[config.mk]
export PLATFORM = sky130hd
export DESIGN_NAME = wb_stage
export DESIGN_NICKNAME = d
export VERILOG_FILES = /design/src/rtl/wb_stage.sv
export SDC_FILE = /design/constraint.sdc
export NUM_CORES = 1
export LEC_CHECK = 0
export CELL_PAD_IN_SITES_DETAIL_PLACEMENT = 1
export CELL_PAD_IN_SITES_GLOBAL_PLACEMENT = 2
export CORE_UTILIZATION = 20
export DETAILED_ROUTE_END_ITERATION = 6
export PLACE_DENSITY = 0.89
export SETUP_SLACK_MARGIN = 0.2
export SLEW_MARGIN = 10
export SYNTH_ARGS = -nofsm -noshare
export SYNTH_HDL_FRONTEND = slang
export SYNTH_SLANG_ARGS = --single-unit
[constraint.sdc]
create_clock -name clk -period 2.85 [get_ports clk]
set_input_delay 0.57 -clock clk [delete_from_list [all_inputs] [get_ports clk]]
set_output_delay 0.57 -clock clk [all_outputs]
set_load 0.02 [all_outputs]
[src/rtl/wb_stage.sv]
// wb_stage -- write-back stage of the dual-issue pipeline.
//
// Latches one retiring bundle (inst1 plus an optional inst2) from the memory
// stage, drives both register-file write ports, the forwarding bus back to
// decode and the single-port commit trace.
//
// Compile-time option: WS_TRACE_SERIAL_EN
//   defined   : a two-instruction bundle retires over two cycles (inst1 then
//               inst2) so every instruction appears on the debug trace.
//   undefined : every bundle retires in one cycle, both write ports active
//               together, debug trace tied to 0.
//
// Ports:
//   clk                in   pipeline clock, rising edge
//   resetn             in   asynchronous active-low reset
//   ws_allowin         out  stage can accept a bundle this cycle
//   ms_to_ws_valid     in   memory stage presents a valid bundle
//   ms_to_ws_bus       in   141-bit bundle {inst2_valid, inst2 fields, inst1 fields}
//   ws_to_rf_bus       out  {we1, waddr1, wdata1, we2, waddr2, wdata2}
//   ws_forward_bus     out  {ws_valid, fwd1_we, dest1, result1, fwd2_we, dest2, result2}
//   debug_wb_pc        out  pc of the instruction committing this cycle
//   debug_wb_rf_wen    out  {4{gr_we}} of that commit
//   debug_wb_rf_wnum   out  destination register of that commit
//   debug_wb_rf_wdata  out  write data of that commit
module wb_stage (
  input  logic         clk,
  input  logic         resetn,
  output logic         ws_allowin,
  input  logic         ms_to_ws_valid,
  input  logic [140:0] ms_to_ws_bus,
  output logic [75:0]  ws_to_rf_bus,
  output logic [76:0]  ws_forward_bus,
  output logic [31:0]  debug_wb_pc,
  output logic [3:0]   debug_wb_rf_wen,
  output logic [4:0]   debug_wb_rf_wnum,
  output logic [31:0]  debug_wb_rf_wdata
);

  logic         ws_valid;
  logic [140:0] bundle;
  logic         phase;

  logic         inst2_valid;
  logic         inst2_gr_we;
  logic [4:0]   inst2_dest;
  logic [31:0]  inst2_result;
  logic [31:0]  inst2_pc;
  logic         inst1_gr_we;
  logic [4:0]   inst1_dest;
  logic [31:0]  inst1_result;
  logic [31:0]  inst1_pc;

  logic         retire;
  logic         we1;
  logic         we2;
  logic         fwd1_we;
  logic         fwd2_we;

  assign {inst2_valid, inst2_gr_we, inst2_dest, inst2_result, inst2_pc,
          inst1_gr_we, inst1_dest, inst1_result, inst1_pc} = bundle;

`ifdef WS_TRACE_SERIAL_EN
  // A pair occupies two cycles; its second (phase 1) cycle is the retire cycle.
  assign retire = ws_valid && (phase || !inst2_valid);
`else
  assign retire = ws_valid;
`endif

  assign ws_allowin = !ws_valid || retire;

  // Bundle register: a new bundle is taken whenever the stage can accept one;
  // the previous bundle is held only while a serial pair is mid-retire.
  always_ff @(posedge clk or negedge resetn) begin
    if (!resetn) begin
      ws_valid <= 1'b0;
      bundle   <= '0;
    end else if (ws_allowin) begin
      ws_valid <= ms_to_ws_valid;
      if (ms_to_ws_valid) begin
        bundle <= ms_to_ws_bus;
      end
    end
  end

  // Phase is 1 only in the cycle after a pair's inst1 slot. The stage refuses
  // input exactly when it must advance to the inst2 slot, so !ws_allowin is
  // the next phase.
  always_ff @(posedge clk or negedge resetn) begin
    if (!resetn) begin
      phase <= 1'b0;
    end else begin
`ifdef WS_TRACE_SERIAL_EN
      phase <= !ws_allowin;
`else
      phase <= 1'b0;
`endif
    end
  end

`ifdef WS_TRACE_SERIAL_EN
  // Each slot writes in its own cycle, so equal destinations resolve in
  // program order without suppression.
  assign we1     = ws_valid && inst1_gr_we && !phase;
  assign we2     = ws_valid && inst2_valid && inst2_gr_we && phase;
  assign fwd1_we = ws_valid && inst1_gr_we && !phase;
  assign fwd2_we = ws_valid && inst2_valid && inst2_gr_we;

  // Trace reports the slot retiring this cycle, zeros when idle.
  always_comb begin
    debug_wb_pc       = 32'h0;
    debug_wb_rf_wen   = 4'h0;
    debug_wb_rf_wnum  = 5'h0;
    debug_wb_rf_wdata = 32'h0;
    if (ws_valid) begin
      if (phase) begin
        debug_wb_pc       = inst2_pc;
        debug_wb_rf_wen   = {4{inst2_gr_we}};
        debug_wb_rf_wnum  = inst2_dest;
        debug_wb_rf_wdata = inst2_result;
      end else begin
        debug_wb_pc       = inst1_pc;
        debug_wb_rf_wen   = {4{inst1_gr_we}};
        debug_wb_rf_wnum  = inst1_dest;
        debug_wb_rf_wdata = inst1_result;
      end
    end
  end
`else
  logic same_dest;
  logic unused_trace;

  // Both ports write in the same cycle; when they target one register inst1
  // is dropped so the younger inst2 value lands.
  assign same_dest = inst1_gr_we && inst2_valid && inst2_gr_we &&
                     (inst1_dest == inst2_dest);
  assign we1       = ws_valid && inst1_gr_we && !same_dest;
  assign we2       = ws_valid && inst2_valid && inst2_gr_we;
  assign fwd1_we   = we1 && !phase;
  assign fwd2_we   = we2;

  assign debug_wb_pc       = 32'h0;
  assign debug_wb_rf_wen   = 4'h0;
  assign debug_wb_rf_wnum  = 5'h0;
  assign debug_wb_rf_wdata = 32'h0;

  // The pcs only feed the trace, which is tied off in this build.
  assign unused_trace = ^{inst1_pc, inst2_pc};
`endif

  assign ws_to_rf_bus   = {we1, inst1_dest, inst1_result,
                           we2, inst2_dest, inst2_result};
  assign ws_forward_bus = {ws_valid,
                           fwd1_we, inst1_dest, inst1_result,
                           fwd2_we, inst2_dest, inst2_result};

endmodule

==> impl_metrics.json, run 1 <==
{
  "power_leakage_nw": 2.71,
  "timing.final.crit_share": 0.861,
  "clock.fmax_ghz": 0.408,
  "final_util": 0.272,
  "critPathLaunch": "bundle[138]",
  "setup_viol": 0,
  "register_area_sq_mm": 0.00195,
  "crit_path_end_kind": "output port",
  "drtPass1Iterations": 5,
  "status": "completed",
  "critPathKind": "reg2out",
  "skew_ns": 0,
  "cts_made_buffers": 9,
  "syn_inst": 402,
  "vdd_drop_max_v": 0.000177,
  "io_pins": 371,
  "ys_seq_elements": 78,
  "grt.overflow.total": 0,
  "relSlewSlack": 0.664,
  "tns_ns": 0,
  "maxCapViolCount": 0,
  "slew_violations": 0,
  "fp.dieArea_sq_mm": 0.0246,
  "wl_per_cell_um": 13.1,
  "gp_congestion": 0.682,
  "viasPerCell": 3.28,
  "die_w_um": 157,
  "drt_wl_total_um": 10700,
  "critPathSlowestCell": "dfrtp_1",
  "dp.final_hpwl_um": 8200,
  "drc": 0,
  "multi_input_area_sq_mm": 0.00133,
  "initial_core_util": 0.204,
  "synth_cell_type_count": 14,
  "final_layout_size_suffix_gt1_frac": 0.209,
  "syn_area_sq_mm": 0.00480,
  "clkSlewWorstSetupHoldPaths_ns": 0.07,
  "nets": 631,
  "crit_arrival_ns": 1.88,
  "antenna_found_initial": 0,
  "finalHoldViolCount": 0,
  "grt_pass1_wl_um": 15400,
  "path_cells": "xor2_1 > nor4_2 > buf_4 > a41oi_1 > buf_2",
  "drt-initial-drc-count": 83,
  "area_growth_pct": 32.8,
  "rsz0062_at_grt": "no",
  "p_per_area_mw_per_mm2": 581,
  "core-area_sq_mm": 0.0235,
  "vias": 2661,
  "port_buffers": 232,
  "yosysSeqAreaShare": 0.407,
  "fill_cells": 2591,
  "rows": 56,
  "grt_pass1_vias": 2618,
  "grt_use_total": 0.0856,
  "yosysWarnings": 0,
  "cts_sinks": 78,
  "slowest_delay_ns": 0.42,
  "finalCriticalPeriod_ns": 2.45,
  "cp.required_ns": 2.28,
  "cts_tree": "yes",
  "grt_max_degree": 50,
  "drtAntennaViolNets": 0,
  "clockBufferDepth": 2,
  "die_h_um": 157,
  "reg2reg_from": "bundle[67]",
  "crit_fanout": 4,
  "worstSkewPairLatency_ns": 0.33,
  "htreeDepth": 3,
  "holdCritPathClass": "in2async",
  "syn_avg_cell_area_sq_um": 11.9,
  "max_slew.worst_pin.slew_ns": 0.504,
  "num_antenna_cells": 0,
  "start_kind": "register",
  "root_buffer": "clkbuf_16"
}
-- Yosys cell counts --
cell | number | area (sq um)
buf_4 | 227 | 1700
nor4_1 | 1 | 6.26
xnor2_1 | 1 | 8.76
buf_6 | 2 | 22.5
and3_1 | 1 | 6.26
mux2_4 | 30 | 450
buf_2 | 4 | 20.0
a41oi_1 | 1 | 8.76
xor2_1 | 4 | 35.0
buf_8 | 3 | 45.0
dfrtp_1 | 78 | 1950
mux2_2 | 47 | 529
nand2_1 | 1 | 3.75
conb_1 | 2 | 7.51
-- metal layers --
layer,track usage,routed length (um),up-vias
met4,0.0322,127,0
met1,0.0985,4210,1302
met3,0.0292,960,8
met5,0,0,-
met2,0.146,5360,182
li1,-,-,1169
-- logic make-up after synthesis --
logic type | after synthesis | synth area share
AO/OA/AOI/OAI | 1 | 0.00183
XOR/XNOR | 5 | 0.00912
buffers and inverters | 236 | 0.373
flip-flops | 78 | 0.407
multiplexers | 77 | 0.204
other | 2 | 0.00156
AND/OR/NAND/NOR | 3 | 0.00339
-- state kept, by name (all words and copies together), names as in the netlist --
register	count
bundle	77
retire	1
-- critical path, delay by kind of cell, from the launching register on --
kind	cells	cell delay (ns)
flops	1	0.42
compound gates	1	0.19
buf+inv	2	0.40
xor+xnor	1	0.19
simple gates	1	0.34
-- metrics by stage --
| step | cells | hold WS [ns] | worst slack [ns] | total power, mW | cell area [sq um] |
|---|---|---|---|---|---|
| 2_1_floorplan | 474 | 0.274 | 1.15 | 2.25 | 5070 |
| 3_3_place_gp | 795 | 0.498 | 0.138 | 2.47 | 6060 |
| 3_5_place_dp | 795 | 0.502 | 0.122 | 2.49 | 6060 |
| 4_1_cts | 811 | 0.201 | 0.203 | 3.80 | 6390 |
| 5_1_grt | 811 | 0.207 | 0.237 | 3.91 | 6380 |
| 6_report | 811 | 0.185 | 0.396 | 3.70 | 6380 |
-- cell usage in the layout (no fill, tap or decap) --
cell type and instances:
buf_2 2, bufinv_16 2, conb_1 74, nor4_2 1, clkbuf_1 1, clkdlybuf4s50_1 228
mux2_2 47, dfrtp_1 78, buf_4 6, clkinvlp_4 1, clkinv_4 1, and3_1 1
xor2_1 4, clkinv_2 2, buf_12 2, mux2_4 30, nand2_1 1, a41oi_1 1
clkbuf_16 9, xnor2_1 1
-- worst paths after layout --
kind	end	slack (ns)	cells past startpoint
setup / recovery	ws_forward_bus[75]	0.40	5
hold / removal	bundle[32]	0.18	1
setup reg to reg	bundle[67]	1.93	2
hold reg to reg	bundle[69]	0.51	1
max in group asynchronous	bundle[55]	1.99	2
min in group clk	bundle[69]	0.51	1
-- cell type report --
cell class	count	area share
multi-input cells	160	0.209
repair buffers	238	0.373
flip-flops and latches	78	0.306
clock buffers	10	0.0359
clock inverters	6	0.0135
well taps	319	0.0626
-- timing repair --
item | 4_1_cts | 5_1_grt
buffers inserted | 0 | 0
gates resized for setup | 9 | 3
pin swaps | 1 | 1
hold buffers | 0 | 0
gates cloned | 0 | 0
endpoints found under the setup margin | 2 | 2
-- power breakdown --
part / internal (mW) / switching (mW)
combinational: 0.587 / 0.554
clock: 0.767 / 0.479
sequential: 1.22 / 0.0978
total: 2.57 / 1.13
(Power assumes the default switching activity.)
==> run 2: changes to the inputs <==
--- a/config.mk
+++ b/config.mk
@@ -7,6 +7,7 @@
 export LEC_CHECK = 0
 export CELL_PAD_IN_SITES_DETAIL_PLACEMENT = 1
 export CELL_PAD_IN_SITES_GLOBAL_PLACEMENT = 2
+export CORE_MARGIN = 2
 export CORE_UTILIZATION = 20
 export DETAILED_ROUTE_END_ITERATION = 6
 export PLACE_DENSITY = 0.89
==> constraint.sdc (replaced) <==
create_clock -name clk -period 2.85 [get_ports clk]
set_input_delay 0.57 -clock clk [delete_from_list [all_inputs] [get_ports clk]]
set_output_delay 0.57 -clock clk [all_outputs]
set_load 0.1 [all_outputs]
==> run 2 against run 1 <==
Die area increased by 2.6%. Critical path depth unchanged. Core utilization decreased by 1.7 points. Hold slack got worse by 0.015 ns. Non-clock buffer count decreased by 2. Global-route usage decreased by 0.21 points.
==> impl_metrics.json, run 2 (synthesis gave the netlist of run 1 again) <==
{
  "cts_sinks": 78,
  "rows": 56,
  "cts_tree": "yes",
  "dp.final_hpwl_um": 8540,
  "port_buffers": 232,
  "area_growth_pct": 25.0,
  "vdd_drop_max_v": 0.000228,
  "worst_hold_slack_ns": 0.170,
  "antenna_found_initial": 1,
  "largest_reg_flops": 77,
  "crit_arrival_ns": 1.85,
  "clockBufferDepth": 2,
  "rsz0062_at_grt": "no",
  "finalHoldViolCount": 0,
  "setup_viol": 0,
  "io_pins": 371,
  "ff2ff_path_depth": 2,
  "p_per_area_mw_per_mm2": 875,
  "die_w_um": 159,
  "worstSkewPairLatency_ns": 0.33,
  "cts_made_buffers": 9,
  "core-area_sq_mm": 0.0235,
  "grt_pass1_wl_um": 16200,
  "slew_violations": 0,
  "crit_path_end_kind": "output port",
  "vias": 2665,
  "reg2reg_slack_ns": 1.95,
  "fp.dieArea_sq_mm": 0.0253,
  "tns_ns": 0,
  "power_leakage_nw": 2.83,
  "crit_fanout": 4,
  "nets": 629,
  "clkSlewWorstSetupHoldPaths_ns": 0.07,
  "grt.overflow.total": 0,
  "clock.fmax_ghz": 0.413,
  "final_common_cell": "buf_4",
  "viasPerCell": 3.29,
  "drtPass1Iterations": 4,
  "reg2reg_from": "bundle[138]",
  "status": "completed",
  "rr_endpoint": "bundle[138]",
  "finalCriticalPeriod_ns": 2.42,
  "ctsHoldBuffers": 0,
  "holdCritPathClass": "in2async",
  "max_slew.worst_pin.slew_ns": 0.526,
  "final_layout_size_suffix_gt1_frac": 0.514,
  "skew_ns": 0,
  "initial_core_util": 0.204,
  "relSlewSlack": 0.649,
  "largest-register": "bundle",
  "most-common-layout-cells": "buf_4, dfrtp_1, clkdlybuf4s50_1",
  "grt_pass1_vias": 2695,
  "fill_cells": 2678,
  "start_kind": "register",
  "cp.required_ns": 2.28,
  "critPathKind": "reg2out",
  "maxCapViolCount": 0,
  "root_buffer": "clkbuf_16",
  "drt_wl_total_um": 11000,
  "grt_max_degree": 79,
  "gp_congestion": 0.688,
  "wl_per_cell_um": 13.5,
  "drc": 0,
  "grt_use_total": 0.0835,
  "htreeDepth": 3,
  "die_h_um": 159,
  "drt-initial-drc-count": 81,
  "drtAntennaViolNets": 0,
  "timing.final.crit_share": 0.850
}
==> run 2: cell count changes in the layout (fill, tap and decap cells not counted), sizes merged, moves of 2 or more <==
cell	delta
clkinvlp	+2
clkinv	-3
inv	+2
buf	+149
clkdlybuf4s50	-151
==> run 2: per-stage QoR <==
step / setup WS, ns / std cells / utilization / total power, mW / cell area (sq um)
final: 0.429 / 810 / 0.255 / 5.25 / 6000
after global placement: 0.590 / 793 / 0.242 / 4.09 / 5690
after CTS: 0.343 / 809 / 0.255 / 5.34 / 6000
after global routing: 0.321 / 810 / 0.255 / 5.42 / 6000
after floorplan: 1.07 / 474 / - / 3.95 / 5070
after detailed placement: 0.553 / 793 / 0.242 / 4.12 / 5690
==> run 2: power breakdown <==
part	leakage, nW	internal, mW	switching, mW
Sequential	0.912	1.22	0.107
Combinational	1.79	0.506	2.25
Clock	0.136	0.685	0.486
Total	2.83	2.41	2.84
==> run 2: what timing repair did <==
action / 4_1_cts / 5_1_grt
gates resized for setup: 1 / 0
endpoints found under the setup margin: 2 / 0
buffers inserted: 0 / 0
==> run 2: area by class of cell <==
cell class / count / area (sq um) / share of cell area
timing repair buffer: 236 / 2010 / 0.336
sequential: 78 / 1950 / 0.325
multi-input combinational: 160 / 1330 / 0.222
tap: 319 / 399 / 0.0665
clock buffer: 10 / 229 / 0.0382
clock inverter: 6 / 70.1 / 0.0117
antenna: 1 / 2.50 / 0.000417
==> run 2: worst max-delay path, cell delays in order, from the launching register on <==
cell and delay (ns):
dfrtp_1 0.42, xor2_1 0.18, nor4_1 0.28, buf_4 0.17
a41oi_2 0.22, buf_12 0.24
==> run 2: worst max path at each step <==
stage          slack, ns   startpoint  depth (start not counted)                  to
2_1_floorplan       1.07  bundle[138]                          4  ws_forward_bus[75]
3_3_place_gp        0.59   bundle[68]                          5    ws_to_rf_bus[75]
3_5_place_dp        0.55   bundle[68]                          5  ws_forward_bus[75]
4_1_cts             0.34   bundle[68]                          5  ws_forward_bus[75]
5_1_grt             0.32   bundle[68]                          5  ws_forward_bus[75]
6_report            0.43   bundle[68]                          5  ws_forward_bus[75]
==> run 2: layer usage <==
metal | vias up | share of wire | GRT usage
li1 | 1157 | - | -
met2 | 186 | 0.53 | 0.152
met3 | 11 | 0.093 | 0.0316
met5 | - | 0 | 0
met4 | 0 | 0.015 | 0.0364
met1 | 1311 | 0.36 | 0.0856
==> run 3: changes to the inputs <==
--- a/config.mk
+++ b/config.mk
@@ -8,9 +8,9 @@
 export CELL_PAD_IN_SITES_DETAIL_PLACEMENT = 1
 export CELL_PAD_IN_SITES_GLOBAL_PLACEMENT = 2
 export CORE_MARGIN = 2
-export CORE_UTILIZATION = 20
+export CORE_UTILIZATION = 17
 export DETAILED_ROUTE_END_ITERATION = 6
-export PLACE_DENSITY = 0.89
+export PLACE_DENSITY = 0.81
 export SETUP_SLACK_MARGIN = 0.2
 export SLEW_MARGIN = 10
 export SYNTH_ARGS = -nofsm -noshare
==> constraint.sdc (replaced) <==
create_clock -name clk -period 1.96 [get_ports clk]
set_input_delay 0.392 -clock clk [delete_from_list [all_inputs] [get_ports clk]]
set_output_delay 0.392 -clock clk [all_outputs]
set_load 0.1 [all_outputs]
==> run 3 against run 2 <==
The flow now finishes with violations (setup timing). Hold slack got worse by 0.10 ns. Via count rose by 1.4%. Register-to-register slack worse by 1.1 ns. Wire length grew 2.2%. First-iteration DRC count fell by 27%. Clock skew stayed put. Non-clock buffer count rose by 16. Clock power grew 59%. Sequential share of layout area decreased by 2.5 points. Combinational power rose by 52%. Die area up 17%. Highest routed layer unchanged.
==> impl_metrics.json, run 3 (synthesis gave the netlist of run 1 again) <==
{
  "status": "finished, violations left",
  "failed_checks": "setup timing",
  "grt_pass1_wl_um": 15200,
  "dp.final_hpwl_um": 8680,
  "placed_cells": 866,
  "setup_ws_ns": -0.115,
  "grt.overflow.total": 0,
  "grt_pass1_vias": 2625,
  "cts_tree": "yes",
  "area_growth_pct": 35.5,
  "io_pins": 371,
  "grt_use_total": 0.0702,
  "final_layout_size_suffix_gt1_frac": 0.532,
  "clkSlewWorstSetupHoldPaths_ns": 0.07,
  "root_buffer": "clkbuf_16",
  "clock.fmax_ghz": 0.482,
  "cts_sinks": 78,
  "die_h_um": 172,
  "slew_violations": 0,
  "port_buffers": 232,
  "crit_fanout": 2,
  "core-area_sq_mm": 0.0278,
  "vias": 2703,
  "finalCriticalPeriod_ns": 2.08,
  "start_kind": "register",
  "power_mw": 7.97,
  "pre_cts_ws_ns": -0.0560,
  "htreeDepth": 3,
  "drtAntennaViolNets": 0,
  "clockBufferDepth": 2,
  "multi_input_area_sq_mm": 0.00135,
  "largest-register": "bundle",
  "worstSkewPairLatency_ns": 0.34,
  "final_util": 0.234,
  "wl_met3_um": 1210,
  "crit_path_end_kind": "output port",
  "finalHoldViolCount": 0,
  "nets": 645,
  "critPathKind": "reg2out",
  "power_leakage_nw": 3.03,
  "die_w_um": 172,
  "fill_cells": 3162,
  "antenna_found_initial": 0,
  "wl_met1_um": 3910,
  "top_layer_used": "met4",
  "drt-initial-drc-count": 59,
  "largest_reg_flops": 77,
  "holdCritPathClass": "in2async",
  "viasPerCell": 3.06,
  "grt_max_degree": 79,
  "crit_arrival_ns": 1.68,
  "fp.dieArea_sq_mm": 0.0296,
  "stdcell_count": 884,
  "maxCapViolCount": 0,
  "skew_ns": 0,
  "register_area_sq_mm": 0.00195,
  "gp_congestion": 0.638,
  "rows": 61,
  "reg2reg_from": "bundle[134]",
  "ff2ff_path_depth": 4,
  "initial_core_util": 0.173,
  "rr_endpoint": "bundle[134]",
  "setup_viol": 2,
  "num_antenna_cells": 0,
  "p_per_area_mw_per_mm2": 1230,
  "wl_per_cell_um": 12.7,
  "reg2reg_slack_ns": 0.81,
  "most-common-layout-cells": "buf_4, dfrtp_1, clkdlybuf4s50_1",
  "final_common_cell": "buf_4",
  "vdd_drop_max_v": 0.000364,
  "tns_ns": -0.229,
  "wl_met2_um": 5920,
  "drtPass1Iterations": 3,
  "cp.required_ns": 1.57,
  "timing.final.crit_share": 1.06,
  "rsz0062_at_grt": "yes",
  "cts_made_buffers": 9,
  "drc": 0,
  "drt_wl_total_um": 11200
}
[run 3: changes by cell type in the layout (fill, tap and decap cells not counted)]
cell        previous run  this run
buf_4                155       148
bufinv_16              1         2
a41oi_4                0         1
nor4_1                 1         0
buf_12                 4        25
diode_2                1         0
a41oi_2                1         0
buf_6                  0         2
nor4_2                 0         1
clkinvlp_4             3         1
clkinv_4               0         1
[run 3: worst max path at each step]
stage                            from                  to  slack (ns)  cells after the start
final                     bundle[134]    ws_to_rf_bus[75]       -0.12                      5
after global routing      bundle[134]    ws_to_rf_bus[75]       -0.22                      5
after CTS                 bundle[134]    ws_to_rf_bus[75]       -0.20                      5
after detailed placement   bundle[68]    ws_to_rf_bus[75]       -0.06                      5
after global placement     bundle[68]  ws_forward_bus[75]       -0.03                      5
after floorplan           bundle[138]  ws_forward_bus[75]        0.36                      4
[run 3: layout make-up]
class                   instances  share of cell area
flip-flops and latches         78               0.300
clock inverters                 6              0.0144
well taps                     378              0.0727
multi-input cells             160               0.208
repair buffers                252               0.370
clock buffers                  10              0.0352
[run 3: timing repair]
item | in CTS | in global routing
gates cloned | 0 | 0
hold buffers | 0 | 0
pin swaps | 2 | 0
endpoints found under the setup margin | 2 | 2
gates resized for setup | 2 | 3
buffers inserted | 1 | 1
hold endpoints to repair | 0 | 0
[run 3: layer usage]
metal  GRT usage  vias up
met2       0.133      186
met1      0.0699     1312
met5           0        -
li1            -     1195
met3      0.0243       10
met4      0.0278        0
[run 3: through the flow]
step | instance area (sq um) | hold slack [ns]
final | 6500 | 0.0682
after global routing | 6500 | 0.0888
after CTS | 6480 | 0.0845
after detailed placement | 6130 | 0.469
after global placement | 6130 | 0.463
after floorplan | 5070 | 0.0964
[run 3: critical path: stages, from the launching register on]
cell,delay [ns]
dfrtp_1,0.39
xor2_1,0.17
nor4_2,0.26
buf_4,0.17
a41oi_4,0.14
buf_12,0.21
[run 3: power by group]
part,switching (mW),internal (mW)
clock,0.735,1.13
sequential,0.149,1.77
combinational,3.31,0.881
